$ cat src/rtl/ysyx_24080006_axi_rd_arb.sv
// ---------------------------------------------------------------------------
// ysyx_24080006_axi_rd_arb
//
// Purpose:
//   Two-requester AXI read-channel arbiter (IFU and LSU) in front of a single
//   shared slave. Only one transaction is outstanding at a time. The FSM
//   walks IDLE -> ADDR -> DATA -> IDLE:
//     IDLE : arbitrate and latch a grant. No AR is presented to the slave
//            in this cycle.
//     ADDR : pass the granted requester's AR channel straight through until
//            the AR handshake completes.
//     DATA : pass the R channel back to the granted requester beat by beat
//            until the beat that carries rlast is accepted.
//   The requester that does not hold the grant sees all-zero outputs. In
//   IDLE every output is zero.
//
// Configuration macros:
//   ARB_RR_EN - when defined, simultaneous requests are resolved round-robin
//               using a 1-bit last-grant pointer. When undefined, LSU has
//               fixed priority over IFU.
//   SIM_MODE  - when defined, enables a simulation assertion that flags a
//               granted arvalid dropping before its AR handshake completes.
//
// Ports:
//   clock, reset          : clock, asynchronous active-low reset
//   ifu_ar*/lsu_ar*       : requester AR channels (valid, addr, id, len,
//                           size, burst in; arready out)
//   ifu_r*/lsu_r*         : requester R channels (valid, data, resp, last,
//                           id out; rready in)
//   m_ar*                 : AR channel to the shared slave
//   m_r*                  : R channel from the shared slave
// ---------------------------------------------------------------------------
module ysyx_24080006_axi_rd_arb (
    input  logic        clock,
    input  logic        reset,

    // IFU requester
    input  logic        ifu_arvalid,
    output logic        ifu_arready,
    input  logic [31:0] ifu_araddr,
    input  logic [3:0]  ifu_arid,
    input  logic [7:0]  ifu_arlen,
    input  logic [2:0]  ifu_arsize,
    input  logic [1:0]  ifu_arburst,
    output logic        ifu_rvalid,
    input  logic        ifu_rready,
    output logic [31:0] ifu_rdata,
    output logic [1:0]  ifu_rresp,
    output logic        ifu_rlast,
    output logic [3:0]  ifu_rid,

    // LSU requester
    input  logic        lsu_arvalid,
    output logic        lsu_arready,
    input  logic [31:0] lsu_araddr,
    input  logic [3:0]  lsu_arid,
    input  logic [7:0]  lsu_arlen,
    input  logic [2:0]  lsu_arsize,
    input  logic [1:0]  lsu_arburst,
    output logic        lsu_rvalid,
    input  logic        lsu_rready,
    output logic [31:0] lsu_rdata,
    output logic [1:0]  lsu_rresp,
    output logic        lsu_rlast,
    output logic [3:0]  lsu_rid,

    // Shared slave
    output logic        m_arvalid,
    input  logic        m_arready,
    output logic [31:0] m_araddr,
    output logic [3:0]  m_arid,
    output logic [7:0]  m_arlen,
    output logic [2:0]  m_arsize,
    output logic [1:0]  m_arburst,
    input  logic        m_rvalid,
    output logic        m_rready,
    input  logic [31:0] m_rdata,
    input  logic [1:0]  m_rresp,
    input  logic        m_rlast,
    input  logic [3:0]  m_rid
);

    typedef enum logic [1:0] {
        ST_IDLE = 2'd0,
        ST_ADDR = 2'd1,
        ST_DATA = 2'd2
    } state_t;

    localparam logic GNT_IFU = 1'b0;
    localparam logic GNT_LSU = 1'b1;

    state_t state_reg, state_next;
    logic   grant_reg, grant_next;
    logic   pick;

    // Granted requester's AR channel and rready, selected by the held grant.
    logic        sel_arvalid;
    logic [31:0] sel_araddr;
    logic [3:0]  sel_arid;
    logic [7:0]  sel_arlen;
    logic [2:0]  sel_arsize;
    logic [1:0]  sel_arburst;
    logic        sel_rready;

    always_comb begin
        sel_arvalid = (grant_reg == GNT_LSU) ? lsu_arvalid : ifu_arvalid;
        sel_araddr  = (grant_reg == GNT_LSU) ? lsu_araddr  : ifu_araddr;
        sel_arid    = (grant_reg == GNT_LSU) ? lsu_arid    : ifu_arid;
        sel_arlen   = (grant_reg == GNT_LSU) ? lsu_arlen   : ifu_arlen;
        sel_arsize  = (grant_reg == GNT_LSU) ? lsu_arsize  : ifu_arsize;
        sel_arburst = (grant_reg == GNT_LSU) ? lsu_arburst : ifu_arburst;
        sel_rready  = (grant_reg == GNT_LSU) ? lsu_rready  : ifu_rready;
    end

    // -----------------------------------------------------------------------
    // Arbitration decision (only consumed in IDLE)
    // -----------------------------------------------------------------------
`ifdef ARB_RR_EN
    // Last requester granted; on a tie the other requester wins.
    logic last_grant_reg;

    always_comb begin
        pick = GNT_IFU;
        if (ifu_arvalid && lsu_arvalid) begin
            pick = ~last_grant_reg;
        end else if (lsu_arvalid) begin
            pick = GNT_LSU;
        end
    end

    always_ff @(posedge clock or negedge reset) begin
        if (!reset) begin
            last_grant_reg <= GNT_IFU;
        end else if (state_reg == ST_IDLE && (ifu_arvalid || lsu_arvalid)) begin
            last_grant_reg <= pick;
        end
    end
`else
    // Fixed priority: LSU over IFU.
    always_comb begin
        pick = lsu_arvalid ? GNT_LSU : GNT_IFU;
    end
`endif

    // -----------------------------------------------------------------------
    // FSM state register
    // -----------------------------------------------------------------------
    always_ff @(posedge clock or negedge reset) begin
        if (!reset) begin
            state_reg <= ST_IDLE;
            grant_reg <= GNT_IFU;
        end else begin
            state_reg <= state_next;
            grant_reg <= grant_next;
        end
    end

    // -----------------------------------------------------------------------
    // FSM next state; the grant can only change while leaving IDLE
    // -----------------------------------------------------------------------
    always_comb begin
        state_next = state_reg;
        grant_next = grant_reg;
        case (state_reg)
            ST_IDLE: begin
                if (ifu_arvalid || lsu_arvalid) begin
                    state_next = ST_ADDR;
                    grant_next = pick;
                end
            end
            ST_ADDR: begin
                if (sel_arvalid && m_arready) begin
                    state_next = ST_DATA;
                end
            end
            ST_DATA: begin
                if (m_rvalid && sel_rready && m_rlast) begin
                    state_next = ST_IDLE;
                end
            end
            default: begin
                state_next = ST_IDLE;
            end
        endcase
    end

    // -----------------------------------------------------------------------
    // Output routing. Everything defaults to zero, so IDLE and the
    // non-granted requester are silent without extra terms.
    // -----------------------------------------------------------------------
    always_comb begin
        m_arvalid   = 1'b0;
        m_araddr    = 32'd0;
        m_arid      = 4'd0;
        m_arlen     = 8'd0;
        m_arsize    = 3'd0;
        m_arburst   = 2'd0;
        m_rready    = 1'b0;
        ifu_arready = 1'b0;
        ifu_rvalid  = 1'b0;
        ifu_rdata   = 32'd0;
        ifu_rresp   = 2'd0;
        ifu_rlast   = 1'b0;
        ifu_rid     = 4'd0;
        lsu_arready = 1'b0;
        lsu_rvalid  = 1'b0;
        lsu_rdata   = 32'd0;
        lsu_rresp   = 2'd0;
        lsu_rlast   = 1'b0;
        lsu_rid     = 4'd0;
        case (state_reg)
            ST_ADDR: begin
                m_arvalid = sel_arvalid;
                m_araddr  = sel_araddr;
                m_arid    = sel_arid;
                m_arlen   = sel_arlen;
                m_arsize  = sel_arsize;
                m_arburst = sel_arburst;
                if (grant_reg == GNT_LSU) begin
                    lsu_arready = m_arready;
                end else begin
                    ifu_arready = m_arready;
                end
            end
            ST_DATA: begin
                m_rready = sel_rready;
                if (grant_reg == GNT_LSU) begin
                    lsu_rvalid = m_rvalid;
                    lsu_rdata  = m_rdata;
                    lsu_rresp  = m_rresp;
                    lsu_rlast  = m_rlast;
                    lsu_rid    = m_rid;
                end else begin
                    ifu_rvalid = m_rvalid;
                    ifu_rdata  = m_rdata;
                    ifu_rresp  = m_rresp;
                    ifu_rlast  = m_rlast;
                    ifu_rid    = m_rid;
                end
            end
            default: begin
            end
        endcase
    end

`ifdef SIM_MODE
    // A granted arvalid must stay high until the slave accepts it. The value
    // is still forwarded as-is; this only reports the violation.
    a_arvalid_held: assert property (
        @(posedge clock) disable iff (!reset)
        (state_reg == ST_ADDR) |-> sel_arvalid
    ) else $error("granted arvalid dropped before AR handshake");
`endif

endmodule
$ cat config.mk
export PLATFORM = sky130hd
export DESIGN_NAME = ysyx_24080006_axi_rd_arb
export DESIGN_NICKNAME = d
export VERILOG_FILES = /design/src/rtl/ysyx_24080006_axi_rd_arb.sv
export SDC_FILE = /design/constraint.sdc
export NUM_CORES = 1
export LEC_CHECK = 0
export ABC_AREA = 1
export CAP_MARGIN = 10
export CORE_AREA = 2 2 108 110
export CTS_BUF_LIST = sky130_fd_sc_hd__clkbuf_16
export DETAILED_ROUTE_END_ITERATION = 6
export DIE_AREA = 0 0 110 112
export SYNTH_ARGS = -nofsm -noshare
export SYNTH_HDL_FRONTEND = slang
export SYNTH_SLANG_ARGS = --single-unit
$ cat constraint.sdc
create_clock -name clock -period 1.05 [get_ports clock]
set_input_delay 0.2625 -clock clock [delete_from_list [all_inputs] [get_ports clock]]
set_output_delay 0.2625 -clock clock [all_outputs]
set_load 0.05 [all_outputs]
==> results of run 1 <==
-- layer usage --
| layer | track usage (%) | vias up |
|---|---|---|
| li1 | - | 1553 |
| met4 | 3.04 | 0 |
| met3 | 3.92 | 8 |
| met5 | 0 | - |
| met1 | 17.1 | 1427 |
| met2 | 33.5 | 118 |
-- through the flow --
| step | std cells | total power [uW] | instance area, um2 |
|---|---|---|---|
| floorplan | 330 | 9060 | 2250 |
| global placement | 749 | 15400 | 6150 |
| detailed placement | 749 | 15500 | 6150 |
| CTS | 756 | 16700 | 6630 |
| global route | 762 | 17900 | 6930 |
| finish | 762 | 17100 | 6930 |
-- cell type report --
class	instances	area [um2]
inverters	48	188
fillers	911	4240
clock inverters	1	3.75
clock buffers	3	75.1
repair buffers	309	4310
multi-input cells	255	2100
well taps	143	179
flip-flops and latches	3	77.6
-- placed cells by master (no fill, tap or decap) --
| cell | n |
|---|---|
| clkdlybuf4s50_1 | 144 |
| buf_12 | 109 |
| nand2_1 | 108 |
| nor2_4 | 49 |
| a21oi_4 | 49 |
| inv_1 | 46 |
| buf_6 | 36 |
| nor2_2 | 33 |
| buf_4 | 11 |
| clkbuf_16 | 7 |
| nand2_2 | 6 |
| buf_8 | 3 |
| inv_2 | 2 |
| nand2_4 | 2 |
| nor3_4 | 2 |
| nor2_1 | 2 |
| buf_16 | 2 |
| dfrtp_2 | 2 |
| inv_8 | 1 |
| nand2_8 | 1 |
| and2_4 | 1 |
| o21ai_1 | 1 |
| nand3_1 | 1 |
| dfrtp_1 | 1 |
-- cells by family after synthesis --
| kind of cell | share of synthesized area (%) |
|---|---|
| AOI/OAI and AO/OA | 16.1 |
| buffers and inverters | 27.0 |
| DFF | 4.84 |
| and+or+nand+nor | 52.0 |
-- report_power, final --
part / switching, uW / internal [uW] / total [uW]
Combinational: 9090 / 7170 / 16300
Sequential: 100 / 178 / 278
Clock: 119 / 492 / 611
Total: 9310 / 7840 / 17100
-- worst min-delay path by stage --
stage	from	to	slack, ns
2_1_floorplan	reset	grant_reg$_DFFE_PN0P_	-0.03
3_3_place_gp	reset	state_reg[0]$_DFFE_PN0P_	0.46
3_5_place_dp	reset	state_reg[0]$_DFFE_PN0P_	0.46
5_1_grt	reset	state_reg[1]$_DFFE_PN0P_	0.23
4_1_cts	reset	state_reg[1]$_DFFE_PN0P_	0.22
6_report	reset	state_reg[1]$_DFFE_PN0P_	0.22
-- what timing repair did --
action,in CTS,in global routing
gates cloned,1,6
gates resized for setup,117,42
endpoints found under the hold margin,0,0
hold buffers,0,0
endpoints found under the setup margin,135,136
buffers inserted,2,0
pin swaps,1,3
==> impl_metrics.prom, run 1 <==
# TYPE chip_impl_metric gauge
chip_impl_info{name="status",value="complete, but fails checks"} 1
chip_impl_info{name="failed_checks",value="setup timing"} 1
chip_impl_metric{name="critPathRequiredTime",unit="ns"} 0.79
chip_impl_metric{name="largest_reg_flops",unit=""} 2
chip_impl_metric{name="number_of_optimization_iterations_in_the_first_detailed_route_pass",unit=""} 4
chip_impl_info{name="synth_flop_cell",value="dfrtp_1"} 1
chip_impl_metric{name="post_synthesis_mean_instance_area",unit="um2"} 4.70
chip_impl_info{name="rsz0062_at_grt",value="true"} 1
chip_impl_metric{name="wl_met2",unit="mm"} 6.50
chip_impl_metric{name="grt_pass1_vias",unit=""} 3338
chip_impl_metric{name="largest_net_degree_at_the_start_of_global_routing",unit=""} 40
chip_impl_metric{name="flops_latches_synth",unit=""} 3
chip_impl_info{name="startpoint_type",value="register"} 1
chip_impl_metric{name="yosys.cell_types.count",unit=""} 18
chip_impl_metric{name="leakage",unit="uW"} 0.00280
chip_impl_metric{name="finalNetCount",unit=""} 765
chip_impl_metric{name="area_growth_syn_to_layout",unit="%"} 347
chip_impl_metric{name="cts_buffers",unit=""} 3
chip_impl_metric{name="core.rowCount",unit=""} 39
chip_impl_metric{name="die-width",unit="um"} 110
chip_impl_metric{name="number_of_synthesized_flops_with_an_enable_pin",unit=""} 0
chip_impl_metric{name="antenna_left",unit=""} 0
chip_impl_metric{name="reg2reg_setup_slack",unit="ns"} -0.14
chip_impl_metric{name="arrival_time_at_the_worst_endpoint",unit="ns"} 1.46
chip_impl_info{name="dr.max_layer_used",value="met4"} 1
chip_impl_metric{name="max_cap_violation_count",unit=""} 0
chip_impl_metric{name="floorplan.die_area",unit="mm2"} 0.0123
chip_impl_info{name="setup.worst_path.class",value="register to output port"} 1
chip_impl_metric{name="rr_worst_depth",unit=""} 7
chip_impl_metric{name="io_pins",unit=""} 278
chip_impl_info{name="worstReg2RegStart",value="grant_reg$_DFFE_PN0P_"} 1
chip_impl_metric{name="globalRoute.totalOverflow",unit=""} 0
chip_impl_metric{name="antennaDiodeCount",unit=""} 0
chip_impl_metric{name="routed_via_density",unit=""} 4.08
chip_impl_metric{name="util_after_layout",unit="%"} 62.1
chip_impl_metric{name="placeableCoreArea",unit="mm2"} 0.0112
chip_impl_metric{name="met3_wirelength",unit="um"} 850
chip_impl_metric{name="peakVddDrop",unit="uV"} 1590
chip_impl_metric{name="detailedRoute.firstIterationViolations",unit=""} 116
chip_impl_metric{name="sequential_to_total_area_share_from_yosys_stat",unit="%"} 4.84
chip_impl_metric{name="initial_core_util",unit="%"} 13.9
chip_impl_metric{name="relSlewSlack",unit="%"} 85.4
chip_impl_metric{name="post_synthesis_instance_area",unit="mm2"} 0.00155
chip_impl_info{name="min_path_type",value="input pin to async pin"} 1
chip_impl_info{name="synth_top_cells_by_count",value="114 x nand2_1, 81 x nor2_1, 49 x a21oi_1, 47 x inv_1, 10 x buf_6"} 1
chip_impl_metric{name="areal_power_density_over_the_cells",unit="mW/mm2"} 2470
chip_impl_info{name="synth.most_common_cell",value="nand2_1"} 1
chip_impl_info{name="synth_area_leaders",value="nand2_1 28%, nor2_1 20%, a21oi_1 16%"} 1
chip_impl_metric{name="clock_tree.htree_level_count",unit=""} 1
chip_impl_metric{name="maxSlewViolCount",unit=""} 0
chip_impl_info{name="path_common_cell",value="nor2_4"} 1
chip_impl_metric{name="gp_routability_congestion",unit=""} 0.787
chip_impl_metric{name="num_vias",unit=""} 3106
chip_impl_metric{name="crit_buf_inv",unit=""} 2
chip_impl_metric{name="grt_first_pass_wirelength",unit="mm"} 16.4
chip_impl_metric{name="fmax",unit="MHz"} 581
chip_impl_metric{name="period_share",unit="%"} 164
chip_impl_metric{name="mappedNetlistNets",unit=""} 475
chip_impl_metric{name="final_period_minus_worst_setup_slack",unit="ns"} 1.72
chip_impl_info{name="cts_tree",value="done"} 1
chip_impl_info{name="crit_chain",value="nor2_4, nand2_4, buf_16, nor2_4, buf_12"} 1
chip_impl_metric{name="worst_hold_slack_after_final_layout",unit="ns"} 0.219
chip_impl_metric{name="final_setup_viols",unit=""} 135
chip_impl_metric{name="worst-path-max-fanout",unit=""} 14
chip_impl_metric{name="worst_slew_pin_slew",unit="ns"} 0.219
chip_impl_metric{name="wl_met1",unit="mm"} 3.90
chip_impl_metric{name="final_hpwl_dp",unit="mm"} 8.68
chip_impl_metric{name="post-route-worst-setup-slack",unit="ns"} -0.671
chip_impl_metric{name="max_clock_buf_depth",unit=""} 2
chip_impl_metric{name="fp.dieH",unit="um"} 112
chip_impl_metric{name="sinks_on_the_clock_net",unit=""} 3
chip_impl_metric{name="number_of_antenna_violations_at_the_first_check_in_global_routing",unit=""} 0
chip_impl_metric{name="route.detailed.drc",unit=""} 0
chip_impl_info{name="crit_path_start",value="state_reg[0]$_DFFE_PN0P_"} 1
chip_impl_metric{name="tns",unit="ns"} -82.66
chip_impl_info{name="end_kind",value="output port"} 1
chip_impl_metric{name="synthesis.instances",unit=""} 330
chip_impl_metric{name="wl_per_cell",unit="um"} 14.9
chip_impl_info{name="library_cell_used_as_clock_root_buffer",value="clkbuf_16"} 1
chip_impl_info{name="r2r-end",value="state_reg[1]$_DFFE_PN0P_"} 1
chip_impl_info{name="cp_slowest_cell",value="dfrtp_2"} 1
chip_impl_info{name="critical_path.top_delay_family",value="simple AND/OR/NAND/NOR gates"} 1
chip_impl_metric{name="place.port_buffers",unit=""} 277
chip_impl_metric{name="clock_latency_of_the_later_clocked_register_in_the_worst_skew_pair",unit="ns"} 0.23
chip_impl_metric{name="post_placement_setup_slack",unit="ns"} -0.478
chip_impl_metric{name="fraction_of_synthesized_cell_area_taken_by_the_top_area_cell_type",unit="%"} 27.6
chip_impl_info{name="timing.critical_path.to",value="lsu_rid[2]"} 1
chip_impl_metric{name="path_clk_slew",unit="ns"} 0.03
chip_impl_metric{name="drt-total-wl",unit="mm"} 11.4
chip_impl_metric{name="postSynth.asyncResetShare",unit="%"} 100
chip_impl_metric{name="critPathMaxStageDelay",unit="ns"} 0.43
chip_impl_metric{name="finalClockSkew",unit="ns"} 0.00138
chip_impl_metric{name="cp_num_cells",unit=""} 5
chip_impl_metric{name="layout-drive-gt1-share",unit="%"} 51.1
chip_impl_metric{name="final-hold-violation-count",unit=""} 0
chip_impl_info{name="synthDominantAreaCellType",value="nand2_1"} 1
chip_impl_metric{name="yosysWarnings",unit=""} 0
chip_impl_metric{name="gr-usage-all-layers",unit="%"} 16.7
(Power assumes the default switching activity.)
==> inputs of run 2 (changes only) <==
--- a/config.mk
+++ b/config.mk
@@ -5,12 +5,11 @@
 export SDC_FILE = /design/constraint.sdc
 export NUM_CORES = 1
 export LEC_CHECK = 0
-export ABC_AREA = 1
 export CAP_MARGIN = 10
-export CORE_AREA = 2 2 108 110
+export CORE_AREA = 2 2 109 111
 export CTS_BUF_LIST = sky130_fd_sc_hd__clkbuf_16
 export DETAILED_ROUTE_END_ITERATION = 6
-export DIE_AREA = 0 0 110 112
+export DIE_AREA = 0 0 111 113
 export SYNTH_ARGS = -nofsm -noshare
 export SYNTH_HDL_FRONTEND = slang
 export SYNTH_SLANG_ARGS = --single-unit
==> impl_metrics.prom, run 2 <==
# TYPE chip_impl_metric gauge
chip_impl_info{name="status",value="complete, but fails checks"} 1
chip_impl_info{name="failed_checks",value="setup timing"} 1
chip_impl_info{name="synth.most_common_cell",value="and2_1"} 1
chip_impl_info{name="mostFrequentLayoutCell",value="clkdlybuf4s50_1"} 1
chip_impl_metric{name="final_hpwl_dp",unit="mm"} 8.81
chip_impl_metric{name="worst_slew_pin_slew",unit="ns"} 0.251
chip_impl_metric{name="total_switching_power",unit="uW"} 9440
chip_impl_metric{name="initial_core_util",unit="%"} 14.0
chip_impl_metric{name="critPathRequiredTime",unit="ns"} 0.79
chip_impl_metric{name="placeableCoreArea",unit="mm2"} 0.0113
chip_impl_metric{name="clock_tree.htree_level_count",unit=""} 1
chip_impl_metric{name="wl_per_cell",unit="um"} 16.9
chip_impl_info{name="end_kind",value="output port"} 1
chip_impl_metric{name="multi_input_area",unit="mm2"} 0.00228
chip_impl_metric{name="area_growth_syn_to_layout",unit="%"} 362
chip_impl_metric{name="power.clock.fraction",unit="%"} 3.1
chip_impl_metric{name="number_of_antenna_violations_at_the_first_check_in_global_routing",unit=""} 0
chip_impl_metric{name="util_after_layout",unit="%"} 64.6
chip_impl_info{name="synth_area_leaders",value="and2_1 32%, mux2i_1 32%, nor2_1 12%"} 1
chip_impl_metric{name="detailedRoute.firstIterationViolations",unit=""} 91
chip_impl_metric{name="die-width",unit="um"} 111
chip_impl_metric{name="swShare",unit="%"} 49.3
chip_impl_metric{name="antenna_left",unit=""} 0
chip_impl_metric{name="wl_met1",unit="mm"} 3.59
chip_impl_metric{name="yosys.cell_types.count",unit=""} 19
chip_impl_metric{name="finalNetCount",unit=""} 665
chip_impl_metric{name="peakVddDrop",unit="uV"} 1780
chip_impl_metric{name="seqPwrFrac",unit="%"} 1.5
chip_impl_metric{name="final-hold-violation-count",unit=""} 0
chip_impl_info{name="library_cell_used_as_clock_root_buffer",value="clkbuf_16"} 1
chip_impl_metric{name="path_clk_slew",unit="ns"} 0.03
chip_impl_metric{name="met3_wirelength",unit="um"} 873
chip_impl_metric{name="yosysWarnings",unit=""} 0
chip_impl_info{name="rsz0062_at_grt",value="true"} 1
chip_impl_metric{name="worst_hold_slack_after_final_layout",unit="ns"} 0.220
chip_impl_metric{name="postSynth.asyncResetShare",unit="%"} 100
chip_impl_metric{name="flops_latches_synth",unit=""} 3
chip_impl_metric{name="post-route-worst-setup-slack",unit="ns"} -0.715
chip_impl_metric{name="core.rowCount",unit=""} 39
chip_impl_metric{name="areal_power_density_over_the_cells",unit="mW/mm2"} 2630
chip_impl_metric{name="grt_pass1_vias",unit=""} 2838
chip_impl_metric{name="mappedNetlistNets",unit=""} 366
chip_impl_metric{name="fmax",unit="MHz"} 567
chip_impl_metric{name="sinks_on_the_clock_net",unit=""} 3
chip_impl_metric{name="period_share",unit="%"} 168
chip_impl_metric{name="maxSlewViolCount",unit=""} 0
chip_impl_metric{name="clock_latency_of_the_later_clocked_register_in_the_worst_skew_pair",unit="ns"} 0.22
chip_impl_metric{name="final_setup_viols",unit=""} 136
chip_impl_metric{name="number_of_synthesized_flops_with_an_enable_pin",unit=""} 0
chip_impl_info{name="dr.max_layer_used",value="met4"} 1
chip_impl_metric{name="grt_first_pass_wirelength",unit="mm"} 15.6
chip_impl_info{name="synthDominantAreaCellType",value="and2_1"} 1
chip_impl_metric{name="fp.dieH",unit="um"} 113
chip_impl_metric{name="ff_latch_area",unit="um2"} 78.8
chip_impl_metric{name="worst-path-max-fanout",unit=""} 6
chip_impl_metric{name="tns",unit="ns"} -90.69
chip_impl_metric{name="antennaDiodeCount",unit=""} 0
chip_impl_metric{name="cellInternalPower",unit="uW"} 9720
chip_impl_info{name="startpoint_type",value="register"} 1
chip_impl_metric{name="power_frac_comb",unit="%"} 95.4
chip_impl_metric{name="postLayoutCellArea",unit="mm2"} 0.00728
chip_impl_metric{name="relSlewSlack",unit="%"} 82.8
chip_impl_metric{name="max_clock_buf_depth",unit=""} 2
chip_impl_metric{name="sequential_to_total_area_share_from_yosys_stat",unit="%"} 4.76
chip_impl_metric{name="globalRoute.totalOverflow",unit=""} 0
chip_impl_info{name="setup.worst_path.class",value="register to output port"} 1
chip_impl_metric{name="gr-usage-all-layers",unit="%"} 15.6
chip_impl_metric{name="largest_reg_flops",unit=""} 2
chip_impl_metric{name="placement_cell_area",unit="mm2"} 0.00648
chip_impl_metric{name="post_synthesis_mean_instance_area",unit="um2"} 7.14
chip_impl_metric{name="place.port_buffers",unit=""} 277
chip_impl_metric{name="max_cap_violation_count",unit=""} 0
chip_impl_info{name="synth_flop_cell",value="dfrtp_1"} 1
chip_impl_metric{name="post_synthesis_instance_area",unit="mm2"} 0.00158
chip_impl_metric{name="io_pins",unit=""} 278
chip_impl_metric{name="leakage",unit="uW"} 0.00285
chip_impl_info{name="cts_tree",value="done"} 1
chip_impl_metric{name="finalClockSkew",unit="ns"} 0.00256
chip_impl_metric{name="n_fill_cell",unit=""} 856
chip_impl_metric{name="dp_cells",unit=""} 640
chip_impl_metric{name="arrival_time_at_the_worst_endpoint",unit="ns"} 1.50
chip_impl_metric{name="layout-drive-gt1-share",unit="%"} 68.8
chip_impl_metric{name="gp_routability_congestion",unit=""} 0.787
chip_impl_metric{name="final_period_minus_worst_setup_slack",unit="ns"} 1.77
chip_impl_metric{name="largest_net_degree_at_the_start_of_global_routing",unit=""} 41
chip_impl_metric{name="wl_met2",unit="mm"} 6.57
chip_impl_metric{name="floorplan.die_area",unit="mm2"} 0.0125
chip_impl_metric{name="number_of_optimization_iterations_in_the_first_detailed_route_pass",unit=""} 4
chip_impl_metric{name="fraction_of_synthesized_cell_area_taken_by_the_top_area_cell_type",unit="%"} 32.1
chip_impl_metric{name="drt-total-wl",unit="mm"} 11.2
chip_impl_metric{name="synthesis.instances",unit=""} 221
chip_impl_metric{name="route.detailed.drc",unit=""} 0
chip_impl_metric{name="num_vias",unit=""} 2769
chip_impl_info{name="min_path_type",value="input pin to async pin"} 1
chip_impl_metric{name="final-instance-count-excl-fill",unit=""} 662
chip_impl_info{name="synth_top_cells_by_count",value="81 x and2_1, 52 x nor2_1, 50 x mux2i_1, 9 x buf_6, 6 x buf_4"} 1
chip_impl_metric{name="cts_buffers",unit=""} 3
chip_impl_metric{name="routed_via_density",unit=""} 4.18
chip_impl_info{name="layout.cells.most_common_list",value="144 x clkdlybuf4s50_1, 139 x buf_12, 81 x and2_4, 52 x nor2_4, 22 x mux2i_4"} 1
-- run 2: changes by cell type after synthesis, moves of 2 or more --
| cell | previous run | this run |
|---|---|---|
| nand2_1 | 114 | 2 |
| and2_1 | 1 | 81 |
| mux2i_1 | 0 | 50 |
| a21oi_1 | 49 | 0 |
| inv_1 | 47 | 1 |
| nor2_1 | 81 | 52 |
| clkbuf_8 | 5 | 0 |
| and3_1 | 0 | 2 |
| buf_4 | 4 | 6 |
| nand2_4 | 2 | 0 |
| nand2b_4 | 0 | 2 |
| nor2_2 | 2 | 0 |
-- run 2: what timing repair did --
| action | CTS | global route |
|---|---|---|
| endpoints found under the setup margin | 136 | 136 |
| resized for setup | 45 | 29 |
| buffers inserted | 4 | 2 |
| hold buffers | 0 | 0 |
| gates cloned | 2 | 11 |
| pin swaps | 5 | 10 |
-- run 2: area by class of cell --
type	instances	area share, %
inverter	1	0.0515
multi-input combinational	198	31.3
sequential	3	1.08
clock buffer	3	1.03
timing repair buffer	313	64.0
tap	143	2.46
clock inverter	1	0.0515
-- run 2: cell families after synthesis --
kind of cell | share of synthesized area, %
and+or+nand+nor | 50.0
muxes | 32.7
buffers and inverters | 10.8
AOI/OAI and AO/OA | 1.82
DFF | 4.76
-- run 2: worst max-delay path, stage by stage (launching register included) --
cell and delay (ns):
dfrtp_2 0.45, buf_4 0.18, clkbuf_16 0.18, mux2i_4 0.20, nor2_4 0.13, buf_12 0.14
-- run 2: through the flow --
stage	worst slack, ns	power [uW]
after global placement	-0.515	16300
after floorplan	-0.389	9400
after detailed placement	-0.530	16400
after global routing	-0.764	19800
after CTS	-0.714	17800
final	-0.715	19200
-- run 2: per-layer routing --
layer  vias up  global-route usage (%)
li1       1315                       -
met1      1272                    15.5
met2       176                    33.0
met3         6                    3.37
met4         0                    3.00
met5         -                       0
-- run 2: final timing paths --
kind	startpoint	end	slack (ns)	cells past startpoint
worst min-delay path	reset	state_reg[1]$_DFFE_PN0P_	0.22	1
worst min register to register	state_reg[0]$_DFFE_PN0P_	state_reg[0]$_DFFE_PN0P_	0.64	2
max in group asynchronous	reset	grant_reg$_DFFE_PN0P_	0.67	1
worst max-delay path	grant_reg$_DFFE_PN0P_	m_araddr[18]	-0.72	5
worst max register to register	grant_reg$_DFFE_PN0P_	state_reg[1]$_DFFE_PN0P_	-0.43	4
min in group clock	state_reg[0]$_DFFE_PN0P_	state_reg[0]$_DFFE_PN0P_	0.64	2
-- run 2: power by group through the flow --
stage / sequential [uW] / clock, uW / combinational [uW]
after global placement: 279 / 0 / 16000
after global routing: 294 / 613 / 18900
after detailed placement: 280 / 0 / 16100
final: 281 / 595 / 18300
after floorplan: 252 / 0 / 9150
after CTS: 284 / 595 / 17000
